[config.mk]
export PLATFORM = sky130hd
export DESIGN_NAME = nibble_accum_fifo
export DESIGN_NICKNAME = d
export VERILOG_FILES = /design/src/rtl/nibble_accum_fifo.sv
export SDC_FILE = /design/constraint.sdc
export NUM_CORES = 1
export LEC_CHECK = 0
export BUFFER_PORTS_ARGS = -buffer_cell sky130_fd_sc_hd__buf_4
export CORE_AREA = 4 4 86 88
export CTS_BUF_LIST = sky130_fd_sc_hd__clkbuf_4 sky130_fd_sc_hd__clkbuf_8
export CTS_CLUSTER_DIAMETER = 60
export DETAILED_ROUTE_END_ITERATION = 8
export DIE_AREA = 0 0 90 92
export PLACE_DENSITY = 0.64
export SLEW_MARGIN = 20
export SYNTH_ARGS = -nofsm -noshare
export SYNTH_HDL_FRONTEND = slang
export SYNTH_HIERARCHICAL = 1
export SYNTH_SLANG_ARGS = --single-unit
[constraint.sdc]
create_clock -name clk -period 2.9 [get_ports clk]
set_input_delay 0.145 -clock clk [delete_from_list [all_inputs] [get_ports clk]]
set_output_delay 0.145 -clock clk [all_outputs]
set_load 0.03 [all_outputs]
[src/rtl/nibble_accum_fifo.sv]
// Circular result FIFO with an occupancy counter; storage itself is not reset.
// Latency: a pushed entry is visible at rd_dat the cycle after the push edge.
// Backpressure: wr_rdy drops when full, regardless of a same-cycle pop.
module sync_fifo #(
    parameter int DW    = 9,
    parameter int DEPTH = 4
) (
    input  logic          clk,
    input  logic          reset,
    input  logic          wr_vld,
    output logic          wr_rdy,
    input  logic [DW-1:0] wr_dat,
    output logic          rd_vld,
    input  logic          rd_rdy,
    output logic [DW-1:0] rd_dat
);
    localparam int AW = $clog2(DEPTH);

    logic [DW-1:0] mem [DEPTH];
    logic [AW-1:0] wr_ptr;
    logic [AW-1:0] rd_ptr;
    logic [AW:0]   count;
    logic          push;
    logic          pop;

    assign wr_rdy = (count != (AW+1)'(DEPTH));
    assign rd_vld = (count != '0);
    assign push   = wr_vld & wr_rdy;
    assign pop    = rd_vld & rd_rdy;
    assign rd_dat = mem[rd_ptr];

    always_ff @(posedge clk) begin
        if (reset) begin
            wr_ptr <= '0;
            rd_ptr <= '0;
            count  <= '0;
        end else begin
            if (push) wr_ptr <= wr_ptr + AW'(1);
            if (pop)  rd_ptr <= rd_ptr + AW'(1);
            if (push && !pop)
                count <= count + (AW+1)'(1);
            else if (pop && !push)
                count <= count - (AW+1)'(1);
        end
    end

    always_ff @(posedge clk) begin
        if (push && !reset) mem[wr_ptr] <= wr_dat;
    end
endmodule

// Nibble add/sub/accumulate/clear unit feeding a result FIFO.
// Latency: result at FIFO head one cycle after the accepting edge (FIFO empty).
// Backpressure: in_ready = FIFO not full; independent of out_ready.
module nibble_accum_fifo #(
    parameter int W     = 4,
    parameter int ACC_W = 8,
    parameter int DEPTH = 4,
    parameter int SAT   = 1
) (
    input  logic             clk,
    input  logic             reset,
    input  logic             in_valid,
    output logic             in_ready,
    input  logic [W-1:0]     in_a,
    input  logic [W-1:0]     in_b,
    input  logic [1:0]       in_mode,
    output logic             out_valid,
    input  logic             out_ready,
    output logic [ACC_W-1:0] out_result,
    output logic             out_flag,
    output logic [ACC_W-1:0] acc_value
);
    typedef enum logic [1:0] {
        MODE_ADD = 2'b00,
        MODE_SUB = 2'b01,
        MODE_ACC = 2'b10,
        MODE_CLR = 2'b11
    } mode_e;

    typedef struct packed {
        logic             flag;
        logic [ACC_W-1:0] result;
    } res_t;

    logic [ACC_W-1:0] acc_q;
    logic [ACC_W-1:0] a_ext;
    logic [ACC_W-1:0] b_ext;
    logic [W:0]       add_sum;
    logic [ACC_W:0]   acc_sum;
    res_t             res_d;
    res_t             head;
    logic             accept;

    assign a_ext  = ACC_W'(in_a);
    assign b_ext  = ACC_W'(in_b);
    assign accept = in_valid & in_ready;

    always_comb begin
        add_sum = {1'b0, in_a} + {1'b0, in_b};
        acc_sum = {1'b0, acc_q} + {1'b0, a_ext} + {1'b0, b_ext};
        res_d   = '0;
        case (mode_e'(in_mode))
            MODE_ADD: begin
                res_d.result = ACC_W'(add_sum);
                res_d.flag   = add_sum[W];
            end
            MODE_SUB: begin
                res_d.result = a_ext - b_ext;
                res_d.flag   = (in_a < in_b);
            end
            MODE_ACC: begin
                res_d.flag   = acc_sum[ACC_W];
                // Saturating build clamps on carry-out; wrapping build keeps the low bits.
                res_d.result = (acc_sum[ACC_W] && (SAT != 0)) ? '1 : acc_sum[ACC_W-1:0];
            end
            default: res_d = '0;
        endcase
    end

    always_ff @(posedge clk) begin
        if (reset) begin
            acc_q <= '0;
        end else if (accept) begin
            if (mode_e'(in_mode) == MODE_ACC)
                acc_q <= res_d.result;
            else if (mode_e'(in_mode) == MODE_CLR)
                acc_q <= '0;
        end
    end

    sync_fifo #(
        .DW    (ACC_W + 1),
        .DEPTH (DEPTH)
    ) u_res_fifo (
        .clk    (clk),
        .reset  (reset),
        .wr_vld (in_valid),
        .wr_rdy (in_ready),
        .wr_dat (res_d),
        .rd_vld (out_valid),
        .rd_rdy (out_ready),
        .rd_dat (head)
    );

    assign out_result = head.result;
    assign out_flag   = head.flag;
    assign acc_value  = acc_q;
endmodule

# ---- Yosys cells after proc, flatten, opt, wreduce, memory -nomap -nowiden
# Memories as Yosys holds them, arrays and structs flattened. A register that Yosys moved wholly into a read port is not among the register bits.
# Cells that the tools add are included.
dict set report totals {
  reg_bits 15
  mem_bits_rw 36
  inputBits 14
  word_cells 41
  n_memories 1
}
dict set report op_classes {
  addsub 8
  magnitude_cmp 1
  eq_ne 4
  mux 10
  bitwise 2
  reduce_logical 11
}
# memory words word_bits rd rd_clocked_by_memory_dff wr line
set memory_table {}
lappend memory_table {u_res_fifo.mem 4 9 1 1 1 19} ;# logic [DW-1:0] mem [DEPTH];
# op n
set ops {}
lappend ops {{one-hot mux 9 bit (3 select lines)} 1}
lappend ops {{two-way mux 8 bit} 3}
lappend ops {{adder 8 x 4 -> 9 bit} 1}
lappend ops {{adder 9 x 4 -> 9 bit} 1}
lappend ops {{two-way mux 3 bit} 2}
lappend ops {{adder 4 x 4 -> 5 bit} 1}
lappend ops {{subtractor 4 x 4 -> 5 bit} 1}
lappend ops {{adder 2 x 1 -> 2 bit, second input constant} 2}
lappend ops {{== test 2 bit, second input constant} 2}
lappend ops {{< comparator 4 bit} 1}
lappend ops {{two-way mux 2 bit} 2}
lappend ops {{nonzero test 2 bit} 2}
lappend ops {{adder 3 x 1 -> 3 bit, second input constant} 1}
lappend ops {{logical AND 1 bit} 3}
lappend ops {{logical NOT 1 bit} 3}
lappend ops {{inequality test 3 bit, second input constant} 1}
lappend ops {{nonzero test 3 bit} 1}
lappend ops {{subtractor 3 x 1 -> 3 bit, second input constant} 1}
lappend ops {{bitwise AND 1 bit} 2}
lappend ops {{== test 2 x 1 -> 1 bit, second input constant} 1}
lappend ops {{logical NOT 2 bit} 1}
lappend ops {{two-way mux 1 bit} 2}
lappend ops {{AND reduction 2 bit} 1}

# ---- Depth between registers and ports, before layout
dict set report depth {
  word_depth 6
  mapped_depth 10
  ltp_nobuf 10
}

# ---- Cells and area by module
# Netlist, hierarchy kept.
# module n_inst cells_each area_per_inst_um2
set modules_own_cells {}
lappend modules_own_cells {sync_fifo 1 95 1778.0}
lappend modules_own_cells {nibble_accum_fifo 1 137 1119.8}

# ---- Least setup slack after synthesis
# OpenSTA, ideal clock, no wires.
dict set report synth_timing {
  kind {register to register}
  start {register acc_q[1] (netlist: acc_value[1])}
  end {memory u_res_fifo.mem[0][7] (data pin)}
  arrival_ns 2.419
  slack_ns 0.208
  stages_incl_launch_ff 11
  path_cell_list {dfxtp_1 > inv_1 > fa_1 > inv_1 > ha_1 > fa_1 > a21o_1 > a21oi_2 > nor2_1 > xnor2_1 > o21ai_1}
}
# element line
set synth_rtl {}
lappend synth_rtl {{start, declared} 86} ;# logic [ACC_W-1:0] acc_q;
lappend synth_rtl {{start signal, assigned} 126} ;# acc_q <= res_d.result;
lappend synth_rtl {{end, declared} 19}

==> metrics.md <==
| Metric | Value |
|---|---|
| Outcome | finished, final reports clean |
| Overall routed net length | 5280 um |
| Clk pin slew, worst setup/hold paths | around 100 ps |
| Wirelength per Cell | 15.1 um |
| Die Height | 92 um |
| Crit path capture type | flip-flop |
| Max Slew Vio Count | 0 |
| Most common cell in the synthesized netlist | edfxtp_1 |
| Max clock buf depth | 2 |
| First-pass GRT wire length | 9090 um |
| Starting Density | 43.6% |
| Via density per instance | 5.26 |
| Yosys reg bits | 53 |
| CTS Buf Count | 5 |
| Hold crit path type | in -> reg |
| Remaining DRCs | 0 |
| Fill cells | 590 |
| Worst EP arrival | between 2000 and 3000 ps |
| Synth area leader | edfxtp_1 |
| Area Growth Syn to Fin | 14.8% |
| CTS tree | yes |
| Cell Count, Final, Fillers Out | 349 |
| Seq/Total Area, Yosys | 49.1% |
| Worst Path Required | 2950 ps |
| Number of global-route vias before repair | 1877 |
| Mean Syn Cell Area | 12.5 sq um |
| Worst-margin pin slew | 637 ps |
| Clock Latency Late Sink | 300 ps |
| Fmax | around 370 MHz |
| Pwr/cell area | between 600 and 700 nW/um^2 |
| Post-synth top flop | edfxtp_1 |
| Layout Utilization | 50.1% |
| Area share of the largest cell type after synthesis | 37.3% |
| Total negative slack | 0 ps |
| Final Hold Fails | 0 |
| Post-Synthesis Cells | 232 |
| Synthesized cell area | 2900 sq um |
| Hold buffers post-CTS | 0 |
| Root Driver | clkbuf_8 |
| Placer Congestion | 0.799 |
| Worst R2R Setup Slack | roughly 220 ps |
| Cell row count | 30 |
| Critical-path maximum fanout | 6 |
| GRT Total Usage | approximately 14% |
| Asr flop ratio synth | 0% |
| Placed cells | 341 |
| Largest net degree at the start of global routing | 24 |
| Area occupied by registers | 1420 sq um |
| Nets | 307 |
| Multi-input gate area | 1340 sq um |
| Leakage | 1.32 nW |
| Post-layout min period | 2680 ps |
| Port-buffer cells | 32 |
| Synth Warn # | 6 |
| Via Count | between 1500 and 2000 |
| Peak VDD IR | 196 uV |
| RSZ-0062 raised after global routing | no |
| MaxCap Viol Count | 0 |
| Pre-antenna DRT Iters | 4 |
| Core Region | 6640 sq um |
| I/O pin total | 33 |
| Detailed Place HPWL | 3870 um |
| Drt first-iter violations | 78 |
| Share of cells above drive strength 1 | between 20 and 25% |
| Setup violators final | 0 |
| Critical path class | reg -> reg |
| Power, Total | 2.20 mW |
| Worst Skew | 5.40 ps |
| Part of the cycle the worst path needs | 92.4% |
| Die X-Extent | approximately 90 um |
| Ranking of synthesized cells by area | edfxtp_1 (37%), dfxtp_1 (12%), ha_1 (7.3%) |
| Distinct cells, synth | 54 |
| Post-route ant nets | 0 |
| Antenna violations before repair | 0 |
| H-tree Lvls | 2 |
| GR Overflow Total | 0 |
| Antenna diodes | 0 |
| Syn_nets | 271 |
| Slew headroom | a little under three fifths |
| Setup crit start kind | flip-flop |
| Num Clock Sinks | 53 |
| Top cells by count, synth | edfxtp_1 (36), inv_1 (26), dfxtp_1 (17), ha_1 (17), nor2_1 (14) |
| EDFF count, synth | 36 |
| Full die area | 8280 sq um |
==> final timing paths <==
check	from	to	depth (start not counted)
hold reg to reg	acc_value[2]$_SDFFE_PP0P_	acc_value[2]$_SDFFE_PP0P_	2
setup / recovery	acc_value[1]$_SDFFE_PP0P_	u_res_fifo/mem[0][7]$_DFFE_PP_	10
setup reg to reg	acc_value[1]$_SDFFE_PP0P_	u_res_fifo/mem[0][7]$_DFFE_PP_	10
hold / removal	reset	acc_value[0]$_SDFFE_PP0P_	2
==> what timing repair did <==
item                                    CTS  global route
endpoints found under the setup margin    0             4
gates resized for setup                   0             1
setup buffers                             0             0
==> cell type report <==
type | count | area share, %
clock inverters | 3 | 0.640
flip-flops and latches | 53 | 42.7
repair buffers | 36 | 8.13
clock buffers | 5 | 2.07
multi-input cells | 145 | 40.3
inverters | 27 | 3.12
well taps | 80 | 3.01
==> per-stage QoR <==
stage | hold slack (ps) | area [sq um] | worst slack (ps)
floorplan | 325 | 2900 | 208
global placement | 457 | 3230 | 304
detailed placement | 466 | 3230 | 237
CTS | 174 | 3320 | 198
global route | 191 | 3330 | 61.4
finish | 181 | 3330 | 222
==> per-layer routing <==
layer	GRT usage [%]	share of wire [%]	vias up
met4	3.06	0.93	0
li1	-	-	906
met2	22.7	48	45
met5	0	0	-
met3	3.12	4.0	4
met1	18.7	47	879
==> cells by family after synthesis <==
logic type	share of synthesized area, %
buffers and inverters	4.84
adders and majority gates	12.9
DFF	49.1
AOI/OAI and AO/OA	10.8
xor gates and xnor gates	2.72
and+or+nand+nor	10.8
muxes	8.89
==> critical path: stages, from the launching register on <==
cell and delay, ps:
dfxtp_1 380, inv_1 70, fa_1 470, inv_1 40, ha_1 220, fa_1 420
a21o_1 210, a21oi_2 270, nor2_1 90, xnor2_1 170, o21ai_2 90
==> cells in the final DEF, fill, tap and decap left out, types with 3 or more instances in the layout <==
master and instances:
clkbuf_8 5, o21ai_1 7, edfxtp_1 36, nand3b_1 3
nor3b_1 6, buf_4 36, dfxtp_1 17, a21oi_1 10
mux4_2 9, nor2_1 14, xor2_1 5, inv_1 26
xnor2_1 4, nor3_1 4, a211o_1 3, nand2_1 5
mux2i_1 4, a21o_1 3, nor2b_1 3, o21ai_0 5
ha_1 17, fa_1 8
==> registers in the layout (all words and copies together), names as in the netlist, named ones only <==
register and cells:
u_res_fifo/mem 36, acc_value 8, u_res_fifo/count 3, u_res_fifo/rd_ptr 2, u_res_fifo/wr_ptr 2
==> power breakdown <==
group          internal, mW  switching, mW
clock network         0.172          0.241
logic                 0.363          0.429
registers             0.899         0.0906
total                  1.43          0.761
No activity file was read; power rests on OpenSTA's default activity.
